File: src/rtl/riscv_pkg.sv
// Shared RV32I control definitions: opcodes, ALU/ImmSel/WBSel codes, FSM states.
// Latency: n/a (types, constants and pure combinational helper functions).
// Backpressure: n/a.
package riscv_pkg;

    // Controller states, encoded as they appear on the state output
    typedef enum logic [2:0] {
        ST_FETCH     = 3'd0,
        ST_DECODE    = 3'd1,
        ST_EXECUTE   = 3'd2,
        ST_MEM       = 3'd3,
        ST_WRITEBACK = 3'd4,
        ST_TRAP      = 3'd5
    } state_e;

    // Major opcodes the controller understands
    localparam logic [6:0] OPC_R      = 7'b0110011;
    localparam logic [6:0] OPC_IALU   = 7'b0010011;
    localparam logic [6:0] OPC_LOAD   = 7'b0000011;
    localparam logic [6:0] OPC_STORE  = 7'b0100011;
    localparam logic [6:0] OPC_BRANCH = 7'b1100011;
    localparam logic [6:0] OPC_JAL    = 7'b1101111;
    localparam logic [6:0] OPC_JALR   = 7'b1100111;
    localparam logic [6:0] OPC_LUI    = 7'b0110111;
    localparam logic [6:0] OPC_AUIPC  = 7'b0010111;

    // ALU operation codes
    localparam logic [3:0] ALU_NONE = 4'b0000;
    localparam logic [3:0] ALU_ADD  = 4'b0001;
    localparam logic [3:0] ALU_SUB  = 4'b0010;
    localparam logic [3:0] ALU_SLL  = 4'b0011;
    localparam logic [3:0] ALU_SLT  = 4'b0100;
    localparam logic [3:0] ALU_SLTU = 4'b0101;
    localparam logic [3:0] ALU_XOR  = 4'b0110;
    localparam logic [3:0] ALU_SRL  = 4'b0111;
    localparam logic [3:0] ALU_SRA  = 4'b1000;
    localparam logic [3:0] ALU_OR   = 4'b1001;
    localparam logic [3:0] ALU_AND  = 4'b1010;

    // Immediate format selects
    localparam logic [2:0] IMM_I = 3'd0;
    localparam logic [2:0] IMM_S = 3'd1;
    localparam logic [2:0] IMM_B = 3'd2;
    localparam logic [2:0] IMM_U = 3'd3;
    localparam logic [2:0] IMM_J = 3'd4;

    // Register write-back source selects
    localparam logic [1:0] WB_MEM = 2'd0;
    localparam logic [1:0] WB_ALU = 2'd1;
    localparam logic [1:0] WB_PC4 = 2'd2;
    localparam logic [1:0] WB_IMM = 2'd3;

    // Instruction class derived from the opcode
    typedef enum logic [3:0] {
        CLS_R,
        CLS_IALU,
        CLS_LOAD,
        CLS_STORE,
        CLS_BRANCH,
        CLS_JAL,
        CLS_JALR,
        CLS_LUI,
        CLS_AUIPC,
        CLS_ILLEGAL
    } instr_cls_e;

    // Map a 7-bit opcode onto its instruction class
    function automatic instr_cls_e classify(input logic [6:0] opcode);
        instr_cls_e cls;
        case (opcode)
            OPC_R:      cls = CLS_R;
            OPC_IALU:   cls = CLS_IALU;
            OPC_LOAD:   cls = CLS_LOAD;
            OPC_STORE:  cls = CLS_STORE;
            OPC_BRANCH: cls = CLS_BRANCH;
            OPC_JAL:    cls = CLS_JAL;
            OPC_JALR:   cls = CLS_JALR;
            OPC_LUI:    cls = CLS_LUI;
            OPC_AUIPC:  cls = CLS_AUIPC;
            default:    cls = CLS_ILLEGAL;
        endcase
        return cls;
    endfunction

    // An instruction is executable unless its opcode is unknown, it is a
    // branch with a reserved funct3, or an R-type with a reserved funct7
    function automatic logic is_legal(input instr_cls_e cls,
                                      input logic [2:0] funct3,
                                      input logic [6:0] funct7);
        logic ok;
        case (cls)
            CLS_ILLEGAL: ok = 1'b0;
            CLS_BRANCH:  ok = (funct3 != 3'b010) && (funct3 != 3'b011);
            CLS_R:       ok = (funct7 == 7'h00) || (funct7 == 7'h20);
            default:     ok = 1'b1;
        endcase
        return ok;
    endfunction

endpackage

File: src/rtl/alu_decode.sv
// ALU operation decode from opcode/funct3/funct7.
// Latency: purely combinational, zero cycles.
// Backpressure: none; output follows inputs.
module alu_decode
    import riscv_pkg::*;
(
    input  logic [6:0] opcode,
    input  logic [2:0] funct3,
    input  logic [6:0] funct7,
    output logic [3:0] alu_sel
);

    logic is_r;
    logic alt;
    logic unused_funct7_bits;

    assign is_r = (opcode == OPC_R);
    // Only funct7[5] distinguishes sub/sra from add/srl
    assign alt  = funct7[5];
    assign unused_funct7_bits = ^{funct7[6], funct7[4:0]};

    // Select the ALU operation; address-forming classes always add
    always_comb begin
        alu_sel = ALU_NONE;
        if (is_r || (opcode == OPC_IALU)) begin
            case (funct3)
                3'b000:  alu_sel = (is_r && alt) ? ALU_SUB : ALU_ADD;
                3'b001:  alu_sel = ALU_SLL;
                3'b010:  alu_sel = ALU_SLT;
                3'b011:  alu_sel = ALU_SLTU;
                3'b100:  alu_sel = ALU_XOR;
                3'b101:  alu_sel = alt ? ALU_SRA : ALU_SRL;
                3'b110:  alu_sel = ALU_OR;
                default: alu_sel = ALU_AND;
            endcase
        end else if ((opcode == OPC_LOAD)   || (opcode == OPC_STORE) ||
                     (opcode == OPC_BRANCH) || (opcode == OPC_JAL)   ||
                     (opcode == OPC_JALR)   || (opcode == OPC_AUIPC)) begin
            alu_sel = ALU_ADD;
        end
    end

endmodule

File: src/rtl/multicycle_ctrl.sv
// Multicycle RV32I control FSM: fetch, decode, execute, memory, write-back.
// Latency: 4 cycles per instruction (5 for loads/stores) plus imem/dmem waits.
// Backpressure: stalls in FETCH until instr_valid and in MEM until dmem_ready.
module multicycle_ctrl
    import riscv_pkg::*;
(
    input  logic        clk,
    input  logic        rst_n,
    input  logic [31:0] instr,
    input  logic        instr_valid,
    input  logic        dmem_ready,
    input  logic        br_eq,
    input  logic        br_lt,
    output logic        imem_req,
    output logic        ir_load,
    output logic        pc_load,
    output logic        PCSel,
    output logic [2:0]  ImmSel,
    output logic        Asel,
    output logic        Bsel,
    output logic [3:0]  ALUSel,
    output logic        BrUn,
    output logic        mem_req,
    output logic        MemRW,
    output logic [1:0]  WBSel,
    output logic        RegWEn,
    output logic        trap,
    output logic [2:0]  state,
    output logic [31:0] instret
);

    state_e      state_q, state_d;
    logic [31:0] ir_q, ir_d;
    logic        taken_q, taken_d;
    logic [31:0] instret_q, instret_d;

    logic [6:0]  opcode;
    logic [2:0]  funct3;
    logic [6:0]  funct7;
    instr_cls_e  cls;
    logic        legal;
    logic        br_cond;
    logic        is_mem_op;
    logic        unused_ir_bits;

    // Instruction fields; register indices are consumed by the datapath, not here
    assign opcode    = ir_q[6:0];
    assign funct3    = ir_q[14:12];
    assign funct7    = ir_q[31:25];
    assign cls       = classify(opcode);
    assign legal     = is_legal(cls, funct3, funct7);
    assign is_mem_op = (cls == CLS_LOAD) || (cls == CLS_STORE);
    assign unused_ir_bits = ^{ir_q[24:15], ir_q[11:7]};

    assign state   = state_q;
    assign instret = instret_q;

    alu_decode u_alu_decode (
        .opcode  (opcode),
        .funct3  (funct3),
        .funct7  (funct7),
        .alu_sel (ALUSel)
    );

    // State register; reset abandons any in-flight instruction immediately
    always_ff @(posedge clk or negedge rst_n) begin
        if (!rst_n) begin
            state_q <= ST_FETCH;
        end else begin
            state_q <= state_d;
        end
    end

    // Next-state logic
    always_comb begin
        state_d = state_q;
        case (state_q)
            ST_FETCH:     if (instr_valid) state_d = ST_DECODE;
            ST_DECODE:    state_d = legal ? ST_EXECUTE : ST_TRAP;
            ST_EXECUTE:   state_d = is_mem_op ? ST_MEM : ST_WRITEBACK;
            ST_MEM:       if (dmem_ready) state_d = ST_WRITEBACK;
            ST_WRITEBACK: state_d = ST_FETCH;
            ST_TRAP:      state_d = ST_TRAP;
            default:      state_d = ST_FETCH;
        endcase
    end

    // Branch condition from the comparator; BrUn picks the unsigned compare
    // for bltu/bgeu so br_lt already carries the right sense
    always_comb begin
        br_cond = 1'b0;
        case (funct3)
            3'b000:  br_cond = br_eq;
            3'b001:  br_cond = ~br_eq;
            3'b100:  br_cond = br_lt;
            3'b101:  br_cond = ~br_lt;
            3'b110:  br_cond = br_lt;
            3'b111:  br_cond = ~br_lt;
            default: br_cond = 1'b0;
        endcase
    end

    // Next values for IR, the registered branch decision and the retire counter
    always_comb begin
        ir_d      = ir_q;
        taken_d   = taken_q;
        instret_d = instret_q;
        if ((state_q == ST_FETCH) && instr_valid) begin
            ir_d = instr;
        end
        if (state_q == ST_EXECUTE) begin
            taken_d = br_cond;
        end
        if (state_q == ST_WRITEBACK) begin
            instret_d = instret_q + 32'd1;  // wraps naturally at 2^32
        end
    end

    // IR, taken flag and retired-instruction counter
    always_ff @(posedge clk or negedge rst_n) begin
        if (!rst_n) begin
            ir_q      <= 32'd0;
            taken_q   <= 1'b0;
            instret_q <= 32'd0;
        end else begin
            ir_q      <= ir_d;
            taken_q   <= taken_d;
            instret_q <= instret_d;
        end
    end

    // Datapath selects decoded from IR; stable for the whole instruction
    always_comb begin
        ImmSel = IMM_I;
        Asel   = 1'b0;
        Bsel   = 1'b1;
        WBSel  = WB_ALU;
        BrUn   = 1'b0;
        case (cls)
            CLS_R:       Bsel = 1'b0;
            CLS_IALU:    ImmSel = IMM_I;
            CLS_LOAD:    WBSel = WB_MEM;
            CLS_STORE:   ImmSel = IMM_S;
            CLS_BRANCH: begin
                ImmSel = IMM_B;
                Asel   = 1'b1;
                BrUn   = (funct3[2:1] == 2'b11);
            end
            CLS_JAL: begin
                ImmSel = IMM_J;
                Asel   = 1'b1;
                WBSel  = WB_PC4;
            end
            CLS_JALR:    WBSel = WB_PC4;
            CLS_LUI: begin
                ImmSel = IMM_U;
                WBSel  = WB_IMM;
            end
            CLS_AUIPC: begin
                ImmSel = IMM_U;
                Asel   = 1'b1;
            end
            default:     Bsel = 1'b0;
        endcase
    end

    // Per-state strobes; each one is confined to a single state
    always_comb begin
        imem_req = 1'b0;
        ir_load  = 1'b0;
        pc_load  = 1'b0;
        PCSel    = 1'b0;
        mem_req  = 1'b0;
        MemRW    = 1'b0;
        RegWEn   = 1'b0;
        trap     = 1'b0;
        case (state_q)
            ST_FETCH: begin
                imem_req = 1'b1;
                // Gated so a valid word presented during reset cannot load
                ir_load  = instr_valid & rst_n;
            end
            ST_MEM: begin
                mem_req = 1'b1;
                MemRW   = (cls == CLS_STORE);
            end
            ST_WRITEBACK: begin
                pc_load = 1'b1;
                PCSel   = (cls == CLS_JAL) || (cls == CLS_JALR) ||
                          ((cls == CLS_BRANCH) && taken_q);
                RegWEn  = (cls != CLS_STORE) && (cls != CLS_BRANCH);
            end
            ST_TRAP:  trap = 1'b1;
            default: ;
        endcase
    end

endmodule

File: config.mk
export PLATFORM = sky130hd
export DESIGN_NAME = multicycle_ctrl
export DESIGN_NICKNAME = d
export VERILOG_FILES = /design/src/rtl/riscv_pkg.sv /design/src/rtl/alu_decode.sv /design/src/rtl/multicycle_ctrl.sv
export SDC_FILE = /design/constraint.sdc
export NUM_CORES = 1
export LEC_CHECK = 0
export BUFFER_PORTS_ARGS = -buffer_cell sky130_fd_sc_hd__buf_2
export CORE_UTILIZATION = 46
export DETAILED_ROUTE_END_ITERATION = 7
export PLACE_DENSITY = 0.76
export SETUP_SLACK_MARGIN = 0.2
export SLEW_MARGIN = 0
export SYNTH_ARGS = -nofsm -noshare
export SYNTH_HDL_FRONTEND = slang
export SYNTH_HIERARCHICAL = 1
export SYNTH_SLANG_ARGS = --single-unit
export TNS_END_PERCENT = 1
File: constraint.sdc
create_clock -name clk -period 1.85 [get_ports clk]
set_input_delay 0.0925 -clock clk [delete_from_list [all_inputs] [get_ports clk]]
set_output_delay 0.0925 -clock clk [all_outputs]
set_load 0.01 [all_outputs]
==> After elaboration in Yosys (flattened, before gate mapping) <==
Cells that the tools add are included.
{ "classes": {"n_reduce_logical": 26, "n_mux": 26, "n_bitwise": 3, "n_eq_ne": 38, "addsub": 1} }
{ "ops": {"columns": ["op", "count"], "rows": [
  ["4-bit case mux with 9 select lines", 1],
  ["32-bit by 1-bit adder with 32-bit output (second input constant)", 1],
  ["7-bit by 6-bit == test with 1-bit output (second input constant)", 4],
  ["4-bit case mux with 7 select lines", 1],
  ["7-bit == test (second input constant)", 3],
  ["3-bit == test (second input constant)", 6],
  ["4-bit by 3-bit == test with 1-bit output (second input constant)", 4],
  ["3-bit case mux with 5 select lines", 1],
  ["7-bit by 5-bit == test with 1-bit output (second input constant)", 2],
  ["3-bit by 2-bit == test with 1-bit output (second input constant)", 4],
  ["1-bit two-way mux", 12],
  ["3-bit two-way mux", 4],
  ["3-bit case mux with 4 select lines", 1],
  ["1-bit logical OR", 10],
  ["4-bit by 2-bit == test with 1-bit output (second input constant)", 2],
  ["4-bit == test (second input constant)", 2],
  ["4-bit two-way mux", 2],
  ["2-bit OR reduction", 4],
  ["8-bit OR reduction", 1],
  ["7-bit by 2-bit == test with 1-bit output (second input constant)", 1],
  ["7-bit logical NOT", 1],
  ["3-bit by 1-bit == test with 1-bit output (second input constant)", 2],
  ["3-bit logical NOT", 2],
  ["3-bit by 2-bit != test with 1-bit output (second input constant)", 2],
  ["15 further kinds", 21]
]} }
{ "word_totals": {"input_bits": 38, "reg_bits": 68, "elab_cells": 98, "out_inout_bits": 55} }

==> Longest topological paths before layout <==
{ "depth": {"ltp_word": 8, "ltp_mapped": 6, "depth_no_buf": 5} }

==> By module <==
Netlist, hierarchy kept.
{ "modules_own_cells": {"columns": ["module", "seq_area_each_um2", "area_each_um2", "instances", "cells_per_inst"], "rows": [
  ["multicycle_ctrl", 1326.3, 2770.2, 1, 268],
  ["alu_decode", 0.0, 176.4, 1, 22]
]} }

==> Worst setup path before layout <==
Ideal clock, no wire load.
{ "synth_timing": {"path_kind": "register to register", "from": "reg state_q[1], in the netlist state[1]", "to": "reg instret_q[17], in the netlist instret[17]", "slack_ns": 0.045, "t_arrival_ns": 1.678, "setup_ns": 0.126, "period_less_slack_ns": 1.805, "n_path_buf": 1, "stages_incl_launch_ff": 6, "t_required_ns": 1.724, "path_cell_list": "dfrtp_1 -> nand4bb_1 -> buf_2 -> nor4_4 -> or4b_1 -> xnor2_1"} }
{ "synth_between": {"elab_chain_cells": 1} }
{ "synth_lines": {"columns": ["element", "line", "rtl"], "rows": [
  ["start, declared", "multicycle_ctrl.sv:32", "state_e state_q, state_d;"],
  ["start signal, assigned", "multicycle_ctrl.sv:70", "state_q <= state_d;"],
  ["3-bit == test", "multicycle_ctrl.sv:114", "if (state_q == ST_WRITEBACK) begin"],
  ["end signal, assigned", "multicycle_ctrl.sv:128", "instret_q <= instret_d;"],
  ["end, declared", "multicycle_ctrl.sv:35", "logic [31:0] instret_q, instret_d;"]
]} }
No other way between the ends.
A chain may end at the register's enable or synchronous reset.

==> Final worst setup path <==
{ "layout_timing": {"from": "reg ir_q[5]", "to": "reg state_q[2], in the netlist state[2]"} }
{ "layout_between": {"elab_chain_cells": 6, "word_cells_on_any_way": 20, "classes_between": "13 x eq/ne; 5 x mux; 2 x reduce/logical"} }
{ "layout_lines": {"columns": ["element", "line", "rtl"], "rows": [
  ["start, declared", "multicycle_ctrl.sv:33", "logic [31:0] ir_q, ir_d;"],
  ["start signal, assigned", "multicycle_ctrl.sv:126", "ir_q <= ir_d;"],
  ["7-bit by 5-bit == test with 1-bit output, or another cell as far along", "riscv_pkg.sv:70", "case (opcode)"],
  ["4-bit case mux with 9 select lines (*)", "riscv_pkg.sv:70", null],
  ["4-bit by 3-bit == test with 1-bit output, or another cell as far along", "riscv_pkg.sv:91", "case (cls)"],
  ["1-bit case mux with 3 select lines or 1-bit logical OR (tied branches)", "riscv_pkg.sv:91, multicycle_ctrl.sv:52", null],
  ["3-bit two-way mux (on tied branches)", "multicycle_ctrl.sv:79, multicycle_ctrl.sv:80", null],
  ["3-bit case mux with 5 select lines (*)", "multicycle_ctrl.sv:77", "case (state_q)"]
]} }
Mark *: on every way between the ends. The rest lies on a longest branch, timed or not.

==> flow_summary.json <==
{
  "status": "completed",
  "core_mm2": 0.00606,
  "final_common_cell": "buf_2",
  "layoutNonFillerInstCount": 476,
  "remaining_drc_errors": 0,
  "global_route.peak_usage_layer": "met2",
  "grt_pass1_wl_um": 11800,
  "clockPowerShare_pct": 22.8,
  "cts_tree": "yes",
  "syn_area_per_cell_um2": 10.2,
  "hold_viol_final": 0,
  "area_delta_synth_final_pct": 31.8,
  "finalWirelength_um": 7350,
  "slowest_stage": "dfrtp_2",
  "setup-violations-final": 0,
  "power.leakage_nw": 1.87,
  "routedWlPerCell_um": 15.4,
  "critical_path_class": "flop to flop",
  "setup.worst_path.end_class": "flop",
  "crit_start": "ir_q[5]",
  "postRouteAntennaNets": 0,
  "met1_usage_pct": 32.5,
  "port_buffers": 77,
  "seq_power_share_pct": 48.5,
  "use_met3_pct": 3.89,
  "drtIter0Drc": 183,
  "drive_gt1_share_pct": 41.4,
  "fill_cells": 508,
  "fmax_mhz": 555,
  "synthArstFlopShare_pct": 100,
  "numCtsBuffers": 5,
  "path_clk_slew_ns": 0.10,
  "rsz0062_at_grt": "true",
  "insertion_delay_ns": 0.30,
  "die_h_um": 82.0,
  "relSlewSlack_pct": 54.7,
  "die_area_mm2": 0.00673,
  "routed-via-count": 2654,
  "grt_start_max_net_pins": 54,
  "synth_area_leaders": "dfrtp_1 (45%), xnor2_1 (8.9%), mux2_2 (6.1%)",
  "netlist_instances": 290,
  "hpwl_um": 4940,
  "cts_root_buf": "clkbuf_8",
  "min_from": "instr[3]",
  "finClkSkew_ns": 0.0127,
  "synth-seq-area-share_pct": 45.0,
  "worst_pin_slew_ns": 0.680,
  "arrival_ns": 1.97,
  "startpoint_type": "flop",
  "hp-class": "input pin to flop",
  "crit_top_cell": "buf_4",
  "ir_worst_vdd_mv": 0.463,
  "vias_per_cell": 5.58,
  "p_switching_mw": 0.903,
  "placed_area_mm2": 0.00355,
  "finalNetCount": 439,
  "setup_tns_ns": 0,
  "synth_top_area_share_pct": 45.0,
  "post-place-cells": 451,
  "diodes": 0,
  "finalCritPeriodShare_pct": 97.4,
  "p_comb_share_pct": 28.7,
  "initial_core_util_pct": 48.6,
  "place_congestion": 0.819,
  "use_met2_pct": 37.0,
  "ys_warn_count": 6,
  "synth_ff_type": "dfrtp_1",
  "dr.pass1.iters": 4,
  "switching_share_pct": 31.8,
  "antenna_found_initial": 0,
  "syn-cell-area_mm2": 0.00295,
  "synth_largest_area_cell": "dfrtp_1",
  "grt_pass1_vias": 2434,
  "path_cells": "buf_4 -> a2111oi_1 -> o311ai_1 -> buf_4 -> o32ai_1 -> a31oi_1",
  "io_pins": 93,
  "synth.ff_latch_count": 53,
  "slew_violations": 0,
  "powerDensity_mw_per_mm2": 731,
  "regToRegStartpoint": "ir_q[5]",
  "regArea_mm2": 0.00133,
  "rows": 28,
  "cp.required_ns": 2.02,
  "cts.sinks": 53,
  "p_int_mw": 1.93,
  "htree_num_levels": 2,
  "fin_area_mm2": 0.00388,
  "overflow": 0,
  "synth_edf_count": 0,
  "cp_max_fo": 8,
  "synth_cell_types": 54,
  "cts.path.max_buffers": 2,
  "layout_common_cells": "buf_2 (79), dfrtp_1 (47), xnor2_1 (30), buf_4 (30), nand2_1 (23)",
  "multi_input_area_mm2": 0.00162,
  "die_w_um": 82.0,
  "fin_crit_ns": 1.80,
  "maxCapViolations": 0,
  "syn_nets": 329,
  "track_usage_pct": 23.4,
  "critPathMaxStageDelay_ns": 0.44
}
==> cells in the mapped netlist (all sizes together) (5+ instances only) <==
cell,number
a21oi,9
and3,5
clkbuf,10
dfrtp,53
inv,8
mux2,16
nand2,23
nand2b,7
nand3,16
nand4,13
nor2,16
nor2b,5
nor3,8
nor4,8
xnor2,30
==> per-layer routing <==
| layer | routed length, um | vias up |
|---|---|---|
| met1 | 3310 | 1301 |
| met5 | 0 | - |
| met3 | 298 | 10 |
| met4 | 107 | 0 |
| met2 | 3640 | 63 |
| li1 | - | 1280 |
==> final timing paths <==
check                                    to  slack, ns  cells past startpoint
worst max-delay path               state[2]       0.05                      6
worst min-delay path                ir_q[3]       0.02                      3
worst max register to register     state[2]       0.05                      6
worst min register to register  instret[31]       0.49                      1
max in group asynchronous          state[2]       0.90                      3
min in group asynchronous          ir_q[30]       0.46                      3
==> power groups by stage <==
stage          combinational, mW  sequential, mW  clock [mW]
2_1_floorplan              0.380            1.40           0
3_3_place_gp               0.600            1.41           0
3_5_place_dp               0.618            1.41           0
4_1_cts                    0.793            1.37       0.679
5_1_grt                    0.875            1.39       0.730
6_report                   0.813            1.38       0.647
==> sequential cells by signal, summed over array words and instances (netlist names) <==
signal,flops
taken_q,1
state,3
instret,32
ir_q,17
==> final cells by class <==
class | instances | area share [%]
clock buffer | 5 | 1.77
clock inverter | 3 | 0.580
inverter | 8 | 0.773
multi-input combinational | 215 | 41.7
sequential | 53 | 34.4
tap | 75 | 2.42
timing repair buffer | 117 | 18.4
==> kinds of logic after synthesis <==
family / count (synthesis) / share of synthesized area, %
and+or+nand+nor: 129 / 27.0
DFF: 53 / 45.0
AOI/OAI and AO/OA: 34 / 8.03
xor gates and xnor gates: 34 / 10.1
buffers and inverters: 22 / 2.97
muxes: 17 / 6.45
adders and majority gates: 1 / 0.425
==> what timing repair did <==
item,4_1_cts,5_1_grt
hold buffers,1,0
endpoints found under the setup margin,23,58
gates resized for setup,30,2
gates cloned,1,0
setup buffers,15,0
pin swaps,9,0
endpoints found under the hold margin,53,0
==> stage by stage <==
stage	setup WS [ns]	hold slack, ns	total power [mW]	utilization (%)
2_1_floorplan	0.0455	-0.203	1.78	-
3_3_place_gp	0.148	0.265	2.01	58.5
3_5_place_dp	0.0986	0.270	2.03	58.5
4_1_cts	0.104	0.000376	2.84	64.0
5_1_grt	0.0104	0.000707	3.00	64.1
6_report	0.0474	0.0177	2.84	64.1
==> critical path, delay by kind of cell, from the launching register on <==
| family | cells | cell delay [ns] |
|---|---|---|
| AO/OA/AOI/OAI | 4 | 0.90 |
| buffers and inverters | 2 | 0.34 |
| flip-flops | 1 | 0.44 |
No activity file was read; power rests on OpenSTA's default activity.
